## src/rtl/i2c_apb_pkg.sv

```systemverilog
// Shared register map, STATUS bit positions and sequencer state encoding
// for the APB-driven I2C transfer sequencer.
package i2c_apb_pkg;

  localparam int REG_PRESCALE = 2;
  localparam int REG_STATUS   = 3;
  localparam int REG_COMMAND  = 4;
  localparam int REG_RX       = 5;
  localparam int REG_TX       = 6;

  localparam int ST_BUSY     = 0;
  localparam int ST_TX_FULL  = 1;
  localparam int ST_RX_EMPTY = 2;
  localparam int ST_NACK     = 3;

  typedef enum logic [2:0] {
    S_INIT,
    S_IDLE,
    S_CMD,
    S_TXPOLL,
    S_TXWR,
    S_RXPOLL,
    S_RXRD,
    S_BUSYPOLL
  } seq_state_t;

endpackage

```

## src/rtl/apb_master_port.sv

```systemverilog
// Single-outstanding APB master: SETUP then ACCESS until pready, with
// address/data held from SETUP to completion.
module apb_master_port #(
  parameter int ADDR_W = 8,
  parameter int DATA_W = 8
) (
  input  logic              pclk,
  input  logic              presetn,
  input  logic              i_start,
  input  logic              i_write,
  input  logic [ADDR_W-1:0] i_addr,
  input  logic [DATA_W-1:0] i_wdata,
  output logic              o_idle,
  output logic              o_done,
  output logic [DATA_W-1:0] o_rdata,
  output logic              psel,
  output logic              penable,
  output logic              pwrite,
  output logic [ADDR_W-1:0] paddr,
  output logic [DATA_W-1:0] pwdata,
  input  logic [DATA_W-1:0] prdata,
  input  logic              pready
);

  logic              r_psel;
  logic              r_penable;
  logic              r_pwrite;
  logic [ADDR_W-1:0] r_paddr;
  logic [DATA_W-1:0] r_pwdata;

  // A new start is only taken while the bus is idle, so there is always one
  // idle cycle between back-to-back accesses.
  always_ff @(posedge pclk) begin
    if (!presetn) begin
      r_psel    <= 1'b0;
      r_penable <= 1'b0;
      r_pwrite  <= 1'b0;
      r_paddr   <= '0;
      r_pwdata  <= '0;
    end else if (!r_psel) begin
      if (i_start) begin
        r_psel   <= 1'b1;
        r_pwrite <= i_write;
        r_paddr  <= i_addr;
        r_pwdata <= i_wdata;
      end
    end else if (!r_penable) begin
      r_penable <= 1'b1;
    end else if (pready) begin
      r_psel    <= 1'b0;
      r_penable <= 1'b0;
    end
  end

  assign o_idle  = !r_psel;
  assign o_done  = r_psel & r_penable & pready;
  assign o_rdata = prdata;
  assign psel    = r_psel;
  assign penable = r_penable;
  assign pwrite  = r_pwrite;
  assign paddr   = r_paddr;
  assign pwdata  = r_pwdata;

endmodule

```

## src/rtl/i2c_apb_sequencer.sv

```systemverilog
// Runs complete I2C transfers by sequencing PRESCALE/COMMAND/STATUS/TX/RX
// accesses on the I2C core's APB port, one access at a time.
module i2c_apb_sequencer
  import i2c_apb_pkg::*;
#(
  parameter int          ADDR_W   = 8,
  parameter int          DATA_W   = 8,
  parameter int          LEN_W    = 4,
  parameter logic [7:0]  PRESCALE = 8'd99,
  parameter int          TMO_W    = 10
) (
  input  logic              pclk,
  input  logic              presetn,
  input  logic              req_valid,
  output logic              req_ready,
  input  logic              req_rw,
  input  logic [6:0]        req_addr,
  input  logic [LEN_W-1:0]  req_len,
  input  logic [DATA_W-1:0] tx_data,
  input  logic              tx_valid,
  output logic              tx_ready,
  output logic [DATA_W-1:0] rx_data,
  output logic              rx_valid,
  output logic              done,
  output logic              err,
  output logic              psel,
  output logic              penable,
  output logic              pwrite,
  output logic [ADDR_W-1:0] paddr,
  output logic [DATA_W-1:0] pwdata,
  input  logic [DATA_W-1:0] prdata,
  input  logic              pready
);

  localparam logic [TMO_W-1:0] TMO_LAST = TMO_W'((2**TMO_W) - 2);

  seq_state_t        r_state, w_nxt;
  logic              r_rw;
  logic [6:0]        r_addr;
  logic [LEN_W-1:0]  r_len;
  logic [LEN_W-1:0]  r_cnt;
  logic              r_err;
  logic [TMO_W-1:0]  r_tmo;
  logic [DATA_W-1:0] r_rx_data;
  logic              r_rx_valid;

  logic              w_start, w_wr;
  logic [ADDR_W-1:0] w_paddr;
  logic [DATA_W-1:0] w_pwdata;
  logic              w_idle, w_xdone;
  logic [DATA_W-1:0] w_rdata;
  logic              w_accept, w_cnt_inc, w_err_set, w_tmo_clr, w_tmo_inc;
  logic              w_rx_cap, w_done, w_tx_rdy;
  logic              w_last, w_tmo_hit;

  apb_master_port #(.ADDR_W(ADDR_W), .DATA_W(DATA_W)) u_apb (
    .pclk    (pclk),
    .presetn (presetn),
    .i_start (w_start),
    .i_write (w_wr),
    .i_addr  (w_paddr),
    .i_wdata (w_pwdata),
    .o_idle  (w_idle),
    .o_done  (w_xdone),
    .o_rdata (w_rdata),
    .psel    (psel),
    .penable (penable),
    .pwrite  (pwrite),
    .paddr   (paddr),
    .pwdata  (pwdata),
    .prdata  (prdata),
    .pready  (pready)
  );

  assign w_last    = (r_cnt == r_len);
  // r_tmo counts failed reads already taken; this read is the final allowed one.
  assign w_tmo_hit = (r_tmo == TMO_LAST);

  always_ff @(posedge pclk) begin
    if (!presetn) r_state <= S_INIT;
    else          r_state <= w_nxt;
  end

  always_comb begin
    w_nxt     = r_state;
    w_start   = 1'b0;
    w_wr      = 1'b0;
    w_paddr   = ADDR_W'(REG_STATUS);
    w_pwdata  = '0;
    w_accept  = 1'b0;
    w_cnt_inc = 1'b0;
    w_err_set = 1'b0;
    w_tmo_clr = 1'b0;
    w_tmo_inc = 1'b0;
    w_rx_cap  = 1'b0;
    w_done    = 1'b0;
    w_tx_rdy  = 1'b0;
    case (r_state)
      S_INIT: begin
        w_start  = w_idle;
        w_wr     = 1'b1;
        w_paddr  = ADDR_W'(REG_PRESCALE);
        w_pwdata = DATA_W'(PRESCALE);
        if (w_xdone) w_nxt = S_IDLE;
      end
      S_IDLE: begin
        if (req_valid) begin
          w_accept = 1'b1;
          w_nxt    = S_CMD;
        end
      end
      S_CMD: begin
        w_start  = w_idle;
        w_wr     = 1'b1;
        w_paddr  = ADDR_W'(REG_COMMAND);
        w_pwdata = DATA_W'({r_addr, r_rw});
        if (w_xdone) begin
          w_tmo_clr = 1'b1;
          w_nxt     = r_rw ? S_RXPOLL : S_TXPOLL;
        end
      end
      S_TXPOLL: begin
        // No STATUS read until the host has a byte, so a host stall never times out.
        w_start = w_idle & tx_valid;
        if (w_xdone) begin
          if (w_rdata[ST_NACK]) begin
            w_err_set = 1'b1;
            w_tmo_clr = 1'b1;
            w_nxt     = S_BUSYPOLL;
          end else if (!w_rdata[ST_TX_FULL]) begin
            w_nxt = S_TXWR;
          end else if (w_tmo_hit) begin
            w_err_set = 1'b1;
            w_done    = 1'b1;
            w_nxt     = S_IDLE;
          end else begin
            w_tmo_inc = 1'b1;
          end
        end
      end
      S_TXWR: begin
        w_start  = w_idle;
        w_wr     = 1'b1;
        w_paddr  = ADDR_W'(REG_TX);
        w_pwdata = tx_data;
        if (w_xdone) begin
          w_tx_rdy  = 1'b1;
          w_tmo_clr = 1'b1;
          w_cnt_inc = !w_last;
          w_nxt     = w_last ? S_BUSYPOLL : S_TXPOLL;
        end
      end
      S_RXPOLL: begin
        w_start = w_idle;
        if (w_xdone) begin
          if (w_rdata[ST_NACK]) begin
            w_err_set = 1'b1;
            w_tmo_clr = 1'b1;
            w_nxt     = S_BUSYPOLL;
          end else if (!w_rdata[ST_RX_EMPTY]) begin
            w_nxt = S_RXRD;
          end else if (w_tmo_hit) begin
            w_err_set = 1'b1;
            w_done    = 1'b1;
            w_nxt     = S_IDLE;
          end else begin
            w_tmo_inc = 1'b1;
          end
        end
      end
      S_RXRD: begin
        w_start = w_idle;
        w_paddr = ADDR_W'(REG_RX);
        if (w_xdone) begin
          w_rx_cap  = 1'b1;
          w_tmo_clr = 1'b1;
          w_cnt_inc = !w_last;
          w_nxt     = w_last ? S_BUSYPOLL : S_RXPOLL;
        end
      end
      S_BUSYPOLL: begin
        w_start = w_idle;
        if (w_xdone) begin
          if (w_rdata[ST_NACK]) w_err_set = 1'b1;
          if (!w_rdata[ST_BUSY]) begin
            w_done = 1'b1;
            w_nxt  = S_IDLE;
          end else if (w_tmo_hit) begin
            w_err_set = 1'b1;
            w_done    = 1'b1;
            w_nxt     = S_IDLE;
          end else begin
            w_tmo_inc = 1'b1;
          end
        end
      end
      default: w_nxt = S_INIT;
    endcase
  end

  always_ff @(posedge pclk) begin
    if (!presetn) begin
      r_rw       <= 1'b0;
      r_addr     <= '0;
      r_len      <= '0;
      r_cnt      <= '0;
      r_err      <= 1'b0;
      r_tmo      <= '0;
      r_rx_data  <= '0;
      r_rx_valid <= 1'b0;
    end else begin
      r_rx_valid <= w_rx_cap;
      if (w_rx_cap) r_rx_data <= w_rdata;
      if (w_accept) begin
        r_rw   <= req_rw;
        r_addr <= req_addr;
        r_len  <= req_len;
        r_cnt  <= '0;
        r_err  <= 1'b0;
      end else begin
        if (w_cnt_inc) r_cnt <= r_cnt + 1'b1;
        if (w_err_set) r_err <= 1'b1;
      end
      if (w_tmo_clr)      r_tmo <= '0;
      else if (w_tmo_inc) r_tmo <= r_tmo + 1'b1;
    end
  end

  assign req_ready = (r_state == S_IDLE);
  assign tx_ready  = w_tx_rdy;
  assign rx_data   = r_rx_data;
  assign rx_valid  = r_rx_valid;
  assign done      = w_done;
  assign err       = w_done & (r_err | w_err_set);

endmodule

```

## config.mk

```make
export PLATFORM = sky130hd
export DESIGN_NAME = i2c_apb_sequencer
export DESIGN_NICKNAME = d
export VERILOG_FILES = /design/src/rtl/i2c_apb_pkg.sv /design/src/rtl/apb_master_port.sv /design/src/rtl/i2c_apb_sequencer.sv
export SDC_FILE = /design/constraint.sdc
export NUM_CORES = 1
export LEC_CHECK = 0
export ABC_CLOCK_PERIOD_IN_PS = 2800
export BUFFER_PORTS_ARGS = -buffer_cell sky130_fd_sc_hd__buf_4
export CAP_MARGIN = 0
export CORE_MARGIN = 2
export CORE_UTILIZATION = 50
export DETAILED_ROUTE_END_ITERATION = 8
export GPL_ROUTABILITY_DRIVEN = 0
export PLACE_DENSITY = 0.76
export SKIP_CTS_REPAIR_TIMING = 1
export SYNTH_ARGS = -nofsm -noshare
export SYNTH_HDL_FRONTEND = slang
export SYNTH_SLANG_ARGS = --single-unit
```

## constraint.sdc

```tcl
create_clock -name pclk -period 2.8 [get_ports pclk]
set_input_delay 0.28 -clock pclk [delete_from_list [all_inputs] [get_ports pclk]]
set_output_delay 0.28 -clock pclk [all_outputs]
set_load 0.005 [all_outputs]
```

==> impl_metrics.json <==
{
  "run_status": "finished clean",
  "synth_fa_ha_area_share_pct": 1.43,
  "synth-xor-area-share_pct": 3.99,
  "die_w_um": 76.5,
  "cts.clk_slew.worst_paths_ns": 0.10,
  "worstSetupEndpointType": "flop",
  "num_rows": 26,
  "grt_antenna_before_repair": 0,
  "r2r_end": "r_tmo[9]",
  "critical_path.n_buffers_inverters": 1,
  "synth_top_family_by_area": "simple AND/OR/NAND/NOR gates",
  "timing_worst_setup_path_type": "reg2reg",
  "filler_cell_count": 461,
  "worstSkewPairLatency_ns": 0.30,
  "numPortBuffers": 59,
  "ff2ff_path_depth": 6,
  "r2r_start": "u_apb.psel",
  "cp_cell_sequence": "nand3_2 -> a211o_1 -> nor4_1 -> buf_4 -> and3_1 -> mux2_1",
  "post_synth.cell_area_avg_um2": 8.05,
  "design.core.area_um2": 5110,
  "die_height_um": 76.5,
  "rsz0062_at_grt": "no",
  "setup-tns-final_ns": 0,
  "slew_headroom_pct": 56.9,
  "setup.worst_path.start": "u_apb.psel",
  "synth_sequential_area_ratio_pct": 40.3,
  "maxClockFrequency_mhz": 426,
  "post_drt_wl_per_cell_um": 12.6,
  "number_of_buffers_created_by_cts": 5,
  "htree_levels": 2,
  "start_kind": "flop",
  "final_period_minus_worst_setup_slack_ns": 2.35,
  "tightest_slew_ns": 0.643,
  "final_layout_size_suffix_gt1_share_pct": 20.8,
  "gr-total-overflow": 0,
  "netlist_area_um2": 2630,
  "synth_simple_gate_area_share_pct": 26.0,
  "yosysWarnings": 0,
  "worstHoldStart": "req_addr[2]",
  "final_net_count": 415,
  "syn_inst": 327,
  "required_ns": 3.00,
  "final_max_slew_viol_count": 0,
  "cts.sinks": 53,
  "fraction_of_synthesized_area_in_multiplexers_pct": 2.76,
  "critical_path.max_fanout": 17,
  "skew_ns": 0.00764,
  "timing.final.ws_setup_ns": 0.453,
  "synth-edff-count": 0,
  "critical_path.top_delay_family": "simple AND/OR/NAND/NOR gates",
  "antenna_left": 0,
  "detailedRoute.firstIterationViolations": 156,
  "post-place-ws_ns": 0.520,
  "drt_drc_violations_left": 0,
  "p_total_mw": 1.45,
  "synth-main-ff-cell": "sky130_fd_sc_hd__dfxtp_1",
  "critical-path-slowest-cell": "sky130_fd_sc_hd__dfxtp_1",
  "post-route-period-util_pct": 83.8,
  "fin_hold_ws_ns": 0.224,
  "wirelength_um": 5690,
  "dieArea_um2": 5860,
  "global_route.usage.total_pct": 20.6,
  "via_count": 2334,
  "worstHoldPathCells": 3,
  "synth-seq-cells": 53,
  "place.detailed.hpwl_um": 4170,
  "worst_hold_path_type": "in2reg",
  "timing.critical_path.arrival_ns": 2.54,
  "grt_pass1_wl_um": 10100,
  "root_buffer": "sky130_fd_sc_hd__clkbuf_8",
  "setup.reg_to_reg.worst_slack_ns": 0.45,
  "netlist-cell-type-count": 47,
  "floorplan.io_pins": 65,
  "detail_route.vias_per_cell": 5.19,
  "setup_violations": 0,
  "grt_pass1_vias": 2213,
  "worst_ir_drop_vdd_v": 0.000279,
  "slowest_delay_ns": 0.63,
  "antenna-diode-count": 0,
  "power_per_cell_area_nw_per_um2": 449,
  "clock_path_buffers": 2,
  "final_hold_viol_count": 0,
  "holdPathEnd": "r_addr[2]",
  "start_util_pct": 51.5,
  "max_cap_violation_count": 0,
  "first_pass_iters": 6,
  "tritoncts": "yes",
  "p_leak_nw": 1.31,
  "async_reset_ff_share_pct": 0,
  "multiInputGateArea_um2": 1430,
  "synth_compound_gate_area_share_pct": 19.3,
  "layout.area.seq_um2": 1060,
  "area.growth.synth_to_final_pct": 22.9,
  "grt_start_max_net_pins": 41
}
[state kept, by name, summed over array words and instances (netlist names), 3 cells and up]
register and flops:
r_tmo 10, rx_data 8, u_apb.pwdata 8, r_addr 7
r_cnt 4, r_len 4, r_state 3, u_apb.paddr 3
[final cells by class]
type | instances | share of cell area (%)
Clock buffer | 6 | 2.55
Inverter | 10 | 1.16
Clock inverter | 2 | 1.16
Timing Repair Buffer | 67 | 15.6
Tap cell | 70 | 2.71
Multi-Input combinational cell | 242 | 44.1
Sequential cell | 53 | 32.8
[worst reg2reg max path: stages, from the launching register on]
cell,delay [ns]
sky130_fd_sc_hd__dfxtp_1,0.63
sky130_fd_sc_hd__nand3_2,0.27
sky130_fd_sc_hd__a211o_1,0.38
sky130_fd_sc_hd__nor4_1,0.29
sky130_fd_sc_hd__buf_4,0.19
sky130_fd_sc_hd__and3_1,0.16
sky130_fd_sc_hd__mux2_1,0.33
[kinds of logic after synthesis]
logic type               after synthesis
AND/OR/NAND/NOR                      138
AO/OA/AOI/OAI                         77
flip-flops                            53
buffers and inverters                 36
XOR/XNOR                              12
multiplexers                           7
adder cells (fa/ha/maj)                3
other                                  1
[synthesized netlist by cell type, types with 9 or more instances]
| library cell | instances | area (um^2) |
|---|---|---|
| sky130_fd_sc_hd__inv_1 | 10 | 37.5 |
| sky130_fd_sc_hd__a21oi_1 | 23 | 115 |
| sky130_fd_sc_hd__clkbuf_1 | 14 | 52.6 |
| sky130_fd_sc_hd__nand3_1 | 10 | 50.1 |
| sky130_fd_sc_hd__nand2_1 | 47 | 176 |
| sky130_fd_sc_hd__o21ai_0 | 10 | 50.1 |
| sky130_fd_sc_hd__nor2_1 | 22 | 82.6 |
| sky130_fd_sc_hd__xnor2_1 | 9 | 78.8 |
| sky130_fd_sc_hd__dfxtp_1 | 53 | 1060 |
| sky130_fd_sc_hd__nor3_1 | 9 | 45.0 |
| sky130_fd_sc_hd__a21boi_0 | 22 | 165 |
| sky130_fd_sc_hd__nor2b_1 | 15 | 93.8 |
[power by group]
part	internal [mW]	switching, mW	total, mW	leakage, nW
clock network	0.291	0.246	0.536	0.0574
registers	0.769	0.0132	0.782	0.430
logic	0.0716	0.0625	0.134	0.826
[through the flow]
stage               instances  area [um^2]  utilization, %
floorplan                 331         2650               -
global placement          442         3110            61.0
detailed placement        442         3110            61.0
CTS                       450         3230            63.3
global route              450         3230            63.3
finish                    450         3230            63.3
[metal layers]
metal,vias to the layer above,wire length [um],GRT usage (%)
li1,1219,-,-
met1,1054,2710,26.8
met2,54,2660,34.5
met3,7,262,4.74
met4,0,61,4.91
met5,-,0,0
[how the worst max path moves through the flow]
stage                     cells past startpoint  endpoint  slack [ns]
after floorplan                               7  r_tmo[9]        0.77
after global placement                        6  r_tmo[9]        0.59
after detailed placement                      6  r_tmo[9]        0.52
after CTS                                     6  r_tmo[9]        0.46
after global routing                          6  r_tmo[9]        0.20
final                                         6  r_tmo[9]        0.45
[cells in the final DEF, fill, tap and decap left out, types with 2 or more instances in the layout]
cell type                  instances
sky130_fd_sc_hd__a21boi_0         22
sky130_fd_sc_hd__a21oi_1          23
sky130_fd_sc_hd__a22oi_1           4
sky130_fd_sc_hd__a31oi_1           4
sky130_fd_sc_hd__and2_1            3
sky130_fd_sc_hd__and3_1            7
sky130_fd_sc_hd__buf_4            67
sky130_fd_sc_hd__clkbuf_8          6
sky130_fd_sc_hd__conb_1            5
sky130_fd_sc_hd__dfxtp_1          53
sky130_fd_sc_hd__ha_1              3
sky130_fd_sc_hd__inv_1            10
sky130_fd_sc_hd__mux2i_1           5
sky130_fd_sc_hd__nand2_1          47
sky130_fd_sc_hd__nand2b_1          3
sky130_fd_sc_hd__nand3_1          10
sky130_fd_sc_hd__nand4_1           5
sky130_fd_sc_hd__nor2_1           22
sky130_fd_sc_hd__nor2b_1          15
sky130_fd_sc_hd__nor3_1            9
sky130_fd_sc_hd__nor3b_1           2
sky130_fd_sc_hd__nor4_1            3
sky130_fd_sc_hd__o211a_1           3
sky130_fd_sc_hd__o21ai_0          10
sky130_fd_sc_hd__o22ai_1           2
sky130_fd_sc_hd__or3_1             7
sky130_fd_sc_hd__xnor2_1           9
sky130_fd_sc_hd__xor2_1            3
(Power assumes the default switching activity.)
